$ cat config.mk
export PLATFORM = sky130hd
export DESIGN_NAME = cmn_list_alloc_ctrl
export DESIGN_NICKNAME = d
export VERILOG_FILES = /design/src/rtl/cmn_list_alloc_ctrl.sv
export SDC_FILE = /design/constraint.sdc
export NUM_CORES = 1
export LEC_CHECK = 0
export CAP_MARGIN = 10
export CORE_MARGIN = 1
export CORE_UTILIZATION = 45
export DETAILED_ROUTE_END_ITERATION = 10
export GPL_TIMING_DRIVEN = 0
export PLACE_DENSITY = 0.71
export RECOVER_POWER = 25
export SLEW_MARGIN = 30
export SYNTH_ARGS = -nofsm -noshare
export SYNTH_HDL_FRONTEND = slang
export SYNTH_SLANG_ARGS = --single-unit
$ cat constraint.sdc
create_clock -name clk -period 13.1 [get_ports clk]
set_input_delay 2.62 -clock clk [delete_from_list [all_inputs] [get_ports clk]]
set_output_delay 2.62 -clock clk [all_outputs]
set_load 0.01 [all_outputs]
$ cat src/rtl/cmn_list_alloc_ctrl.sv
// ---------------------------------------------------------------------------
// cmn_list_alloc_ctrl
//
// Multi-channel entry allocator for list and queue structures such as the
// ROB, free lists and issue-queue slots. It keeps a registered busy vector.
// Each cycle it can grant up to REQ_NUM free entries and retire up to
// REL_NUM busy entries.
//
// Grants are taken in order. Channel k receives the k-th free candidate, and
// only if every lower channel was granted as well. SCAN_MODE sets the order
// in which candidates are searched:
//   0 = LSB-first
//   1 = MSB-first
//   2 = rotating, starting at rr_ptr
//
// Ports:
//   clk, rst          clock and asynchronous active-high reset
//   flush             frees every entry next cycle; blocks grants this cycle
//   v_alloc_req       per-channel allocation request
//   v_alloc_gnt       per-channel grant (combinational)
//   v_alloc_idx_oh    per-channel one-hot index, zero when not granted
//   v_alloc_idx_bin   per-channel binary index, zero when not granted
//   v_rel_vld         per-channel release valid
//   v_rel_idx         per-channel binary index to release
//   v_entry_busy      registered busy vector
//   free_cnt          registered number of free entries
//   full, empty       free_cnt == 0 / free_cnt == ENTRY_NUM
//   rel_err           sticky flag for illegal releases
// ---------------------------------------------------------------------------
module cmn_list_alloc_ctrl #(
    parameter int ENTRY_NUM = 16,
    parameter int REQ_NUM   = 4,
    parameter int REL_NUM   = 4,
    parameter int SCAN_MODE = 0,
    localparam int AWIDTH   = $clog2(ENTRY_NUM),
    localparam int CWIDTH   = $clog2(ENTRY_NUM + 1)
) (
    input  logic                                clk,
    input  logic                                rst,
    input  logic                                flush,
    input  logic [REQ_NUM-1:0]                  v_alloc_req,
    output logic [REQ_NUM-1:0]                  v_alloc_gnt,
    output logic [REQ_NUM-1:0][ENTRY_NUM-1:0]   v_alloc_idx_oh,
    output logic [REQ_NUM-1:0][AWIDTH-1:0]      v_alloc_idx_bin,
    input  logic [REL_NUM-1:0]                  v_rel_vld,
    input  logic [REL_NUM-1:0][AWIDTH-1:0]      v_rel_idx,
    output logic [ENTRY_NUM-1:0]                v_entry_busy,
    output logic [CWIDTH-1:0]                   free_cnt,
    output logic                                full,
    output logic                                empty,
    output logic                                rel_err
);

    localparam logic [CWIDTH-1:0] ALL_FREE = CWIDTH'(ENTRY_NUM);

    // Registered state
    logic [ENTRY_NUM-1:0] busy_q, busy_d;
    logic [CWIDTH-1:0]    free_cnt_q, free_cnt_d;
    logic [AWIDTH-1:0]    rr_ptr_q, rr_ptr_d;
    logic                 rel_err_q, rel_err_d;

    // Candidate search
    logic [ENTRY_NUM-1:0]            scan_vec;
    logic [AWIDTH-1:0]               rot_idx;
    logic [ENTRY_NUM-1:0]            scan_mask;
    logic [ENTRY_NUM-1:0]            scan_first;
    logic [AWIDTH-1:0]               scan_pos;
    logic [REQ_NUM-1:0]              cand_vld;
    logic [REQ_NUM-1:0][AWIDTH-1:0]  cand_idx;

    // Grant and release bookkeeping
    logic                 grant_chain;
    logic [ENTRY_NUM-1:0] alloc_set;
    logic [AWIDTH-1:0]    last_gnt_idx;
    logic [CWIDTH-1:0]    gnt_cnt;
    logic [REL_NUM-1:0]   rel_legal;
    logic [ENTRY_NUM-1:0] rel_clr;
    logic                 rel_bad;
    logic                 rel_dup;
    logic [CWIDTH-1:0]    rel_cnt;

    // Reorder the free vector so the preferred candidate is always at bit 0.
    // This lets one lowest-set-bit search serve all three scan modes. Scan
    // bit j maps to entry j (mode 0), to entry ENTRY_NUM-1-j (mode 1), or to
    // entry (j + rr_ptr) mod ENTRY_NUM (mode 2). In mode 2 the AWIDTH-bit
    // add supplies the wrap, because ENTRY_NUM is a power of two.
    always_comb begin
        scan_vec = '0;
        rot_idx  = '0;
        for (int j = 0; j < ENTRY_NUM; j++) begin
            rot_idx = AWIDTH'(j) + rr_ptr_q;
            case (SCAN_MODE)
                1:       scan_vec[j] = ~busy_q[ENTRY_NUM-1-j];
                2:       scan_vec[j] = ~busy_q[rot_idx];
                default: scan_vec[j] = ~busy_q[j];
            endcase
        end
    end

    // Iterative mask search. Isolate the lowest set bit (x & -x), encode it,
    // and XOR it out, once per channel. Each scan position is then mapped
    // back to a real entry index through the inverse of the reordering above.
    always_comb begin
        scan_mask  = scan_vec;
        scan_first = '0;
        scan_pos   = '0;
        cand_vld   = '0;
        cand_idx   = '0;
        for (int k = 0; k < REQ_NUM; k++) begin
            scan_first = scan_mask & (~scan_mask + ENTRY_NUM'(1));
            scan_pos   = '0;
            for (int i = 0; i < ENTRY_NUM; i++) begin
                if (scan_first[i]) begin
                    scan_pos = AWIDTH'(i);
                end
            end
            cand_vld[k] = |scan_first;
            case (SCAN_MODE)
                1:       cand_idx[k] = AWIDTH'(ENTRY_NUM - 1) - scan_pos;
                2:       cand_idx[k] = scan_pos + rr_ptr_q;
                default: cand_idx[k] = scan_pos;
            endcase
            scan_mask = scan_mask ^ scan_first;
        end
    end

    // In-order grants. Once a channel is idle or denied, grant_chain drops
    // and every higher channel is refused, even if it requests and free
    // entries remain. This keeps channel k paired with the k-th candidate.
    // Flush suppresses all grants. last_gnt_idx ends up holding the index of
    // the highest granted channel, which feeds the rotating pointer.
    always_comb begin
        grant_chain     = 1'b1;
        v_alloc_gnt     = '0;
        v_alloc_idx_oh  = '0;
        v_alloc_idx_bin = '0;
        alloc_set       = '0;
        last_gnt_idx    = '0;
        gnt_cnt         = '0;
        for (int k = 0; k < REQ_NUM; k++) begin
            if (grant_chain && v_alloc_req[k] && cand_vld[k] && !flush) begin
                v_alloc_gnt[k]     = 1'b1;
                v_alloc_idx_bin[k] = cand_idx[k];
                v_alloc_idx_oh[k]  = ENTRY_NUM'(1) << cand_idx[k];
                alloc_set          = alloc_set | v_alloc_idx_oh[k];
                last_gnt_idx       = cand_idx[k];
                gnt_cnt            = gnt_cnt + CWIDTH'(1);
            end else begin
                grant_chain = 1'b0;
            end
        end
    end

    // Release qualification. A release is legal only if its entry is busy in
    // the registered state and no lower-numbered valid channel names the same
    // index. For a duplicate, the first channel frees the entry and each
    // later copy counts as illegal. Illegal releases only raise rel_bad.
    always_comb begin
        rel_legal = '0;
        rel_clr   = '0;
        rel_bad   = 1'b0;
        rel_dup   = 1'b0;
        rel_cnt   = '0;
        for (int r = 0; r < REL_NUM; r++) begin
            rel_dup = 1'b0;
            for (int j = 0; j < r; j++) begin
                if (v_rel_vld[j] && (v_rel_idx[j] == v_rel_idx[r])) begin
                    rel_dup = 1'b1;
                end
            end
            if (v_rel_vld[r]) begin
                if (busy_q[v_rel_idx[r]] && !rel_dup) begin
                    rel_legal[r]          = 1'b1;
                    rel_clr[v_rel_idx[r]] = 1'b1;
                    rel_cnt               = rel_cnt + CWIDTH'(1);
                end else begin
                    rel_bad = 1'b1;
                end
            end
        end
    end

    // Next-state computation. Flush takes priority over grants and releases.
    // rel_err still accumulates during a flush, so a bad release issued with
    // a flush is not lost. Grants only ever pick free entries and releases
    // only ever clear busy ones, so the set and clear masks never overlap.
    // The free count can therefore never wrap.
    always_comb begin
        busy_d     = busy_q;
        free_cnt_d = free_cnt_q;
        rr_ptr_d   = rr_ptr_q;
        rel_err_d  = rel_err_q | rel_bad;
        if (flush) begin
            busy_d     = '0;
            free_cnt_d = ALL_FREE;
            rr_ptr_d   = '0;
        end else begin
            busy_d     = (busy_q | alloc_set) & ~rel_clr;
            free_cnt_d = free_cnt_q - gnt_cnt + rel_cnt;
            if ((SCAN_MODE == 2) && (|v_alloc_gnt)) begin
                rr_ptr_d = last_gnt_idx + AWIDTH'(1);
            end
        end
    end

    // State registers, cleared asynchronously so that the outputs return to
    // idle as soon as rst rises.
    always_ff @(posedge clk or posedge rst) begin
        if (rst) begin
            busy_q     <= '0;
            free_cnt_q <= ALL_FREE;
            rr_ptr_q   <= '0;
            rel_err_q  <= 1'b0;
        end else begin
            busy_q     <= busy_d;
            free_cnt_q <= free_cnt_d;
            rr_ptr_q   <= rr_ptr_d;
            rel_err_q  <= rel_err_d;
        end
    end

    assign v_entry_busy = busy_q;
    assign free_cnt     = free_cnt_q;
    assign full         = (free_cnt_q == '0);
    assign empty        = (free_cnt_q == ALL_FREE);
    assign rel_err      = rel_err_q;

endmodule

==> impl_metrics.ini, run 1 <==
[clock_network]
clock-sinks = 22
root_buffer = clkbuf_16
cts_tree = done
cts_setup_buffers = 0
htree_levels = 1
cts_resized = 0
cts.path.max_buffers = 2
cts_buffers = 3
path_clk_slew_ns = 0.07
hold_buffers = 0
clkLatencyLatePin_ns = 0.26

[global_routing]
grt.total_usage = 0.407
grt_pass1_wl_um = 39100
grt_antenna_before_repair = 0
grt_pass1_vias = 6621
overflow = 0
grt_max_degree = 23

[timing]
fmax_ghz = 0.0977
holdWs_ns = 0.526
skew_ns = 0.00374
report.final.slew_viol_count = 0
max_slew_margin = 0.385
worst_slew_pin_slew_ns = 0.922
setup_viol = 0
period_share = 0.781
post-route-min-period_ns = 10.24
rsz0062_at_grt = no
fin_setup_tns_ns = 0
hold_viol_final = 0

[detailed_routing]
first_pass_iters = 9
wl_per_cell_um = 25.6
first_iter_violations = 1161
viasPerCell = 7.09
drc_errors = 3
wl_um = 26100
antenna_left = 0
vias = 7221

[final_layout]
final_common_cell = nor2_1
drive_gt1_frac = 0.103
n_antenna_cell = 0
syn2layout_area_growth_pct = 26.8
final_cell_mix = nor2_1 (103), clkdlybuf4s50_1 (101), nand2_1 (65)
fillers = 1090
stdcell_area_mm2 = 0.00690
layout.cells.non_filler = 1018
multiInputGateArea_mm2 = 0.00446
final_nets = 918
seqCellArea_um2 = 552

[outcome]
status = complete, but fails checks
violations = design-rule violations

[worst_setup_path]
crit_chain = clkdlybuf4s50_1, nor2b_1, o21ai_0, inv_1, nand2_1, a211oi_1, nor2_1, inv_1, ha_1, nand2_1, nor2_1, nand2_1, a21oi_1, o311ai_4, or4_4, inv_1, clkdlybuf4s50_1
setup.worst_path.start_class = input port
worstSetupEndpointType = primary output
critPathBufInv = 5
cp_max_fo = 7
arrival_ns = 7.62
critPathRequiredTime_ns = 10.48
cp_slowest_cell = or4_4
max_stage_delay_ns = 0.59
path_class = input port to primary output
critical-path-top-delay-family = simple AND/OR/NAND/NOR gates

[logic_synthesis]
synth-edff-count = 0
synthCells = 749
avgSynthCellArea_um2 = 7.26
synthesis.area_mm2 = 0.00544
ys.flop_type = dfrtp_1
synth_seq_cells = 22
ys_seq_area_frac = 0.101
yosysUniqueCellTypes = 98
async_flop_share = 1.00
ys_warn_count = 0

[floorplan]
num_io_pins = 135
chipWidth_um = 112
core_area_mm2 = 0.0116
die_h_um = 112
die-area_mm2 = 0.0125
row_count = 39
start_util = 0.468

[pwr]
swShare = 0.403
power_leakage_nw = 2.60
p_clk_frac = 0.233
total_power_uw = 322
comb_power_share = 0.514
power_density_mw_per_mm2 = 46.7
ir_worst_vdd_mv = 0.103
p_sw_uw = 130
intPower_uw = 192
pwr-share-seq = 0.252

[placement]
portBuffers = 116
place_area_mm2 = 0.00681
routabilityCongestion = 1.07
hpwl_um = 20600
dpl.cell_count = 1014

[min_path]
holdCritPathClass = flip-flop to flip-flop

[flow_run]
cap_viol_max_count = 0
registers in the layout (all words and copies together) (netlist names):
| name | flops |
|---|---|
| free_cnt | 5 |
| rel_err | 1 |
| v_entry_busy | 16 |
synthesized netlist by cell type (7+ instances only):
master / count / share of area
nand3_1: 13 / 0.012
nand2b_1: 12 / 0.014
clkbuf_1: 41 / 0.028
nor2b_1: 13 / 0.015
and3_1: 11 / 0.013
o21ai_0: 33 / 0.030
a31oi_1: 13 / 0.015
xor2_1: 13 / 0.021
and4_1: 7 / 0.011
a211oi_1: 9 / 0.012
and2_1: 8 / 0.0092
buf_4: 11 / 0.015
a21oi_1: 42 / 0.039
buf_2: 9 / 0.0083
ha_1: 11 / 0.025
nand2_1: 65 / 0.045
dfrtp_1: 21 / 0.097
a221oi_1: 8 / 0.013
inv_1: 35 / 0.024
xnor2_1: 22 / 0.035
nand4_1: 16 / 0.018
nor2_1: 103 / 0.071
mux4_2: 18 / 0.075
or3_1: 7 / 0.0081
o211ai_1: 8 / 0.011
nor3_1: 23 / 0.021
stage by stage:
stage          utilization  setup slack [ns]
4_1_cts              0.594              3.07
3_5_place_dp         0.586              3.09
3_3_place_gp         0.586              3.19
6_report             0.594              2.86
5_1_grt              0.594              2.78
2_1_floorplan            -              4.49
worst reg2reg max path: cells and delay by family, from the launching register on:
kind	cells	cell delay [ns]
and+or+nand+nor	7	1.79
adders and majority gates	5	1.79
AOI/OAI and AO/OA	6	1.40
buffers and inverters	3	0.60
DFF	1	0.53
muxes	1	0.26
xor gates and xnor gates	1	0.13
layout make-up:
cell class,instances,area share
inverter,35,0.0190
clock buffer,4,0.0129
timing repair buffer,116,0.168
buffer,68,0.0468
sequential,22,0.0800
multi-input combinational,630,0.647
tap,143,0.0259
routing by layer:
metal	global-route usage	vias up	wire length, um
li1	-	3064	-
met1	0.575	3391	10400
met2	0.590	662	10700
met3	0.101	104	3790
met4	0.163	0	1220
met5	0	-	0
path summary, 6_finish.rpt:
| kind | start | to | slack [ns] | cells after the start |
|---|---|---|---|---|
| max in group asynchronous | rst | v_entry_busy[11]$_DFF_PP0_ | 9.54 | 2 |
| min in group asynchronous | rst | free_cnt[3]$_DFF_PP0_ | 3.00 | 2 |
| setup / recovery | v_alloc_req[0] | v_alloc_idx_oh[62] | 2.86 | 17 |
| hold / removal | rel_err$_DFF_PP0_ | rel_err$_DFF_PP0_ | 0.53 | 2 |
| hold reg to reg | rel_err$_DFF_PP0_ | rel_err$_DFF_PP0_ | 0.53 | 2 |
| setup reg to reg | v_entry_busy[9]$_DFF_PP0_ | free_cnt[4]$_DFF_PP1_ | 6.51 | 23 |
power groups by stage:
stage,registers (mW),clock network (mW),logic [mW]
3_3_place_gp,0.0824,0,0.158
2_1_floorplan,0.0841,0,0.103
4_1_cts,0.0816,0.0745,0.164
5_1_grt,0.0823,0.0767,0.180
6_report,0.0813,0.0752,0.166
3_5_place_dp,0.0829,0,0.163
cells by family (layout without fill, tap and decap cells):
logic type | Yosys count | in the layout | synth area share
and+or+nand+nor | 324 | 324 | 0.309
DFF | 22 | 22 | 0.101
other | 1 | 7 | 0.000690
muxes | 25 | 25 | 0.0881
buffers and inverters | 103 | 223 | 0.0835
AOI/OAI and AO/OA | 220 | 220 | 0.313
adders and majority gates | 19 | 19 | 0.0481
xor gates and xnor gates | 35 | 35 | 0.0564
(Power assumes the default switching activity.)
==> run 2, diff against run 1 <==
Settings changed: PLACE_DENSITY 0.71 to 0.74.
Clock period 13.1 ns to 8.5 ns, I/O delays scaled along.
==> impl_metrics.ini, run 2 (synthesis results as in run 1) <==
[worst_setup_path]
cp_slowest_cell = or4_4
path_class = input port to primary output
critPathRequiredTime_ns = 6.80
arrival_ns = 6.37
cp_max_fo = 7
worstSetupEndpointType = primary output
setup.worst_path.start_class = input port
max_stage_delay_ns = 0.58
crit_chain = clkdlybuf4s50_1, nor2b_2, o21ai_0, inv_1, nand2_1, a211oi_1, nor2_1, inv_1, ha_1, nand2_1, nor2_1, nand2_1, a21oi_1, o311ai_4, or4_4, inv_1, clkdlybuf4s50_1

[timing]
fmax_ghz = 0.124
worst_slew_pin_slew_ns = 0.849
rsz0062_at_grt = no
hold_viol_final = 0
max_slew_margin = 0.431
setup_viol = 0
skew_ns = 0.00445
fin_setup_tns_ns = 0
period_share = 0.949
post-route-min-period_ns = 8.07
report.final.slew_viol_count = 0

[global_routing]
grt_antenna_before_repair = 0
grt.total_usage = 0.401
grt_pass1_vias = 6606
grt_pass1_wl_um = 38500
grt_max_degree = 23
overflow = 0

[pwr]
total_power_uw = 510
power_leakage_nw = 2.60
ir_worst_vdd_mv = 0.150
power_density_mw_per_mm2 = 73.7

[final_layout]
drive_gt1_frac = 0.104
largest_register_ffs = 16
n_antenna_cell = 0
fillers = 1108
final_common_cell = nor2_1
final_cell_mix = nor2_1 (103), clkdlybuf4s50_1 (101), nand2_1 (65)
stdcell_area_mm2 = 0.00692
final_nets = 918
syn2layout_area_growth_pct = 27.2

[detailed_routing]
wl_um = 25300
antenna_left = 0
first_pass_iters = 9
drc_errors = 4
vias = 7081
wl_per_cell_um = 24.9
first_iter_violations = 1060
viasPerCell = 6.96

[min_path]
holdCritPathClass = flip-flop to flip-flop

[clock_network]
htree_levels = 1
path_clk_slew_ns = 0.06
root_buffer = clkbuf_16
cts.path.max_buffers = 2
cts_tree = done
hold_buffers = 0
clock-sinks = 22
cts_buffers = 3
clkLatencyLatePin_ns = 0.26
cts_setup_buffers = 0
cts_resized = 0

[placement]
routabilityCongestion = 1.05
place_area_mm2 = 0.00680
portBuffers = 116
hpwl_um = 20200

[outcome]
status = complete, but fails checks
violations = design-rule violations

[floorplan]
start_util = 0.468
chipWidth_um = 112
num_io_pins = 135
die-area_mm2 = 0.0125
row_count = 39
die_h_um = 112
core_area_mm2 = 0.0116

[flow_run]
cap_viol_max_count = 0
-- run 2: changes by cell type in the layout (fill, tap and decap cells not counted) --
cell	before	now
inv_1	35	34
nor2b_1	13	12
bufinv_16	0	1
clkinv_1	0	1
nor2b_2	0	1
clkbuf_8	1	0
-- run 2: layout make-up --
| cell class | instances | area (um2) | share of cell area |
|---|---|---|---|
| Clock buffer | 3 | 75.1 | 0.0109 |
| Sequential cell | 22 | 552 | 0.0798 |
| Inverter | 35 | 131 | 0.0190 |
| Clock inverter | 1 | 30.0 | 0.00434 |
| Multi-Input combinational cell | 630 | 4460 | 0.646 |
| Tap cell | 143 | 179 | 0.0259 |
| Buffer | 68 | 323 | 0.0467 |
| Timing Repair Buffer | 116 | 1160 | 0.168 |
-- run 2: path summary, 6_finish.rpt --
kind	slack [ns]	to	cells after the start	startpoint
worst max-delay path	0.43	v_alloc_idx_oh[62]	17	v_alloc_req[0]
worst min register to register	0.50	rel_err$_DFF_PP0_	2	rel_err$_DFF_PP0_
min in group asynchronous	1.95	free_cnt[2]$_DFF_PP0_	2	rst
worst max register to register	2.06	free_cnt[4]$_DFF_PP1_	23	v_entry_busy[1]$_DFF_PP0_
worst min-delay path	0.50	rel_err$_DFF_PP0_	2	rel_err$_DFF_PP0_
max in group asynchronous	6.15	v_entry_busy[10]$_DFF_PP0_	2	rst
-- run 2: worst max-delay path: cells and delay by family --
family | cells | cell delay, ns
and+or+nand+nor | 7 | 1.83
AOI/OAI and AO/OA | 4 | 1.23
adders and majority gates | 1 | 0.18
buffers and inverters | 5 | 1.43
-- run 2: per-stage QoR --
step                      hold slack, ns  std cells  setup slack [ns]  utilization
after floorplan                    0.530        755              1.73            -
after global placement             0.497       1014             0.391        0.586
after detailed placement           0.497       1014             0.385        0.586
after CTS                          0.513       1018             0.349        0.595
after global routing               0.527       1018             0.110        0.595
final                              0.504       1018             0.431        0.595
-- run 2: report_power, final --
| part | total [mW] | switching (mW) | leakage (nW) | internal [mW] |
|---|---|---|---|---|
| clock network | 0.134 | 0.0408 | 0.0511 | 0.0936 |
| registers | 0.125 | 0.00902 | 0.294 | 0.116 |
| logic | 0.250 | 0.141 | 2.26 | 0.109 |
| total | 0.510 | 0.191 | 2.60 | 0.318 |
-- run 2: per-layer routing --
metal,vias up,share of wire,global-route usage
li1,3070,-,-
met1,3374,0.42,0.579
met2,567,0.42,0.594
met3,70,0.13,0.0784
met4,0,0.037,0.136
met5,-,0,0
==> run 3, diff against run 2 <==
==> constraint.sdc (replaced) <==
create_clock -name clk -period 8.5 [get_ports clk]
set_input_delay 0.85 -clock clk [delete_from_list [all_inputs] [get_ports clk]]
set_output_delay 0.85 -clock clk [all_outputs]
set_load 0.01 [all_outputs]
==> impl_metrics.ini, run 3 (synthesis results as in run 1) <==
[detailed_routing]
vias = 7079
first_iter_violations = 1082
first_pass_iters = 10
wl_um = 25400
antenna_left = 0
viasPerCell = 6.95
wl_per_cell_um = 24.9
drc_errors = 4

[worst_setup_path]
r2r_setup_slack_ns = 2.02
setup.worst_path.start_class = input port
critPathRequiredTime_ns = 7.65
crit_chain = clkdlybuf4s50_1, nor2b_1, o21ai_0, inv_1, nand2_1, a211oi_1, nor2_1, inv_1, ha_1, nand2_1, nor2_1, nand2_1, a21oi_1, o311ai_4, or4_4, inv_1, clkdlybuf4s50_1
cp_slowest_cell = or4_4
arrival_ns = 5.76
critPathBufInv = 5
cp_max_fo = 7
critical-path-top-delay-family = simple AND/OR/NAND/NOR gates
worstSetupEndpointType = primary output
path_class = input port to primary output
max_stage_delay_ns = 0.58

[min_path]
holdCritPathClass = flip-flop to flip-flop

[floorplan]
die_h_um = 112
core_area_mm2 = 0.0116
chipWidth_um = 112
row_count = 39
start_util = 0.468
num_io_pins = 135
die-area_mm2 = 0.0125

[pwr]
p_sw_uw = 193
power_leakage_nw = 2.60
ir_worst_vdd_mv = 0.150
swShare = 0.378
intPower_uw = 318
power_density_mw_per_mm2 = 74.0
pwr-share-seq = 0.244
p_clk_frac = 0.267
comb_power_share = 0.489

[clock_network]
root_buffer = clkbuf_16
cts_setup_buffers = 0
hold_buffers = 0
cts.path.max_buffers = 2
cts_resized = 0
cts_tree = done
htree_levels = 1
path_clk_slew_ns = 0.07
cts_buffers = 3
clkLatencyLatePin_ns = 0.26
clock-sinks = 22

[global_routing]
grt_pass1_vias = 6610
grt_max_degree = 23
grt_pass1_wl_um = 38400
overflow = 0
grt_antenna_before_repair = 0
grt.total_usage = 0.401

[final_layout]
final_common_cell = nor2_1
final_cell_mix = nor2_1 (103), clkdlybuf4s50_1 (101), nand2_1 (65)
fillers = 1109
multiInputGateArea_mm2 = 0.00446
largest_register_ffs = 16
layout.cells.non_filler = 1018
seqCellArea_um2 = 552
syn2layout_area_growth_pct = 27.1
final_nets = 918
stdcell_area_mm2 = 0.00691
n_antenna_cell = 0
drive_gt1_frac = 0.103

[timing]
hold_viol_final = 0
fin_setup_tns_ns = 0
setup_viol = 0
skew_ns = 0.00437
fmax_ghz = 0.151
max_slew_margin = 0.426
post-route-min-period_ns = 6.61
rsz0062_at_grt = no
worst_slew_pin_slew_ns = 0.856
report.final.slew_viol_count = 0
period_share = 0.777

[outcome]
status = complete, but fails checks
violations = design-rule violations

[placement]
portBuffers = 116
place_area_mm2 = 0.00680
dpl.cell_count = 1014
hpwl_um = 20200
routabilityCongestion = 1.05

[flow_run]
cap_viol_max_count = 0
==> run 3: layout make-up <==
class	count	area share
Multi-Input combinational cell	630	0.645
Timing Repair Buffer	116	0.168
Sequential cell	22	0.0798
Buffer	68	0.0467
Tap cell	143	0.0259
Inverter	35	0.0190
Clock buffer	3	0.0109
Clock inverter	1	0.00434
==> run 3: power by group through the flow <==
| stage | combinational (mW) | clock [mW] | sequential (mW) |
|---|---|---|---|
| after floorplan | 0.159 | 0 | 0.130 |
| after global placement | 0.240 | 0 | 0.126 |
| after detailed placement | 0.247 | 0 | 0.127 |
| after CTS | 0.248 | 0.135 | 0.125 |
| after global routing | 0.273 | 0.140 | 0.127 |
| final | 0.250 | 0.137 | 0.125 |
==> run 3: path summary, 6_finish.rpt <==
kind	from	endpoint	cells past startpoint
setup / recovery	v_alloc_req[0]	v_alloc_idx_oh[62]	17
hold / removal	rel_err$_DFF_PP0_	rel_err$_DFF_PP0_	2
setup reg to reg	v_entry_busy[1]$_DFF_PP0_	free_cnt[4]$_DFF_PP1_	23
hold reg to reg	rel_err$_DFF_PP0_	rel_err$_DFF_PP0_	2
max in group asynchronous	rst	v_entry_busy[10]$_DFF_PP0_	2
min in group asynchronous	rst	free_cnt[2]$_DFF_PP0_	2
==> run 3: worst min-delay path, cell delays in order (launching register included) <==
cell,delay [ns]
dfrtp_1,0.34
a221oi_1,0.05
o221ai_1,0.07
==> run 3: metrics by stage <==
step / power, mW / setup WS [ns] / utilization / hold WS [ns]
4_1_cts: 0.508 / 2.05 / 0.595 / 0.513
3_3_place_gp: 0.366 / 2.01 / 0.586 / 0.497
6_report: 0.512 / 1.89 / 0.595 / 0.500
3_5_place_dp: 0.374 / 2.01 / 0.586 / 0.497
2_1_floorplan: 0.289 / 2.95 / - / 0.530
5_1_grt: 0.539 / 1.59 / 0.595 / 0.527
==> run 3: layer usage <==
layer / track usage / up-vias / part of all wire / wire length (um)
li1: - / 3067 / - / -
met1: 0.578 / 3347 / 0.42 / 10600
met2: 0.594 / 591 / 0.42 / 10600
met3: 0.0789 / 74 / 0.13 / 3250
met4: 0.136 / 0 / 0.038 / 976
met5: 0 / - / 0 / 0
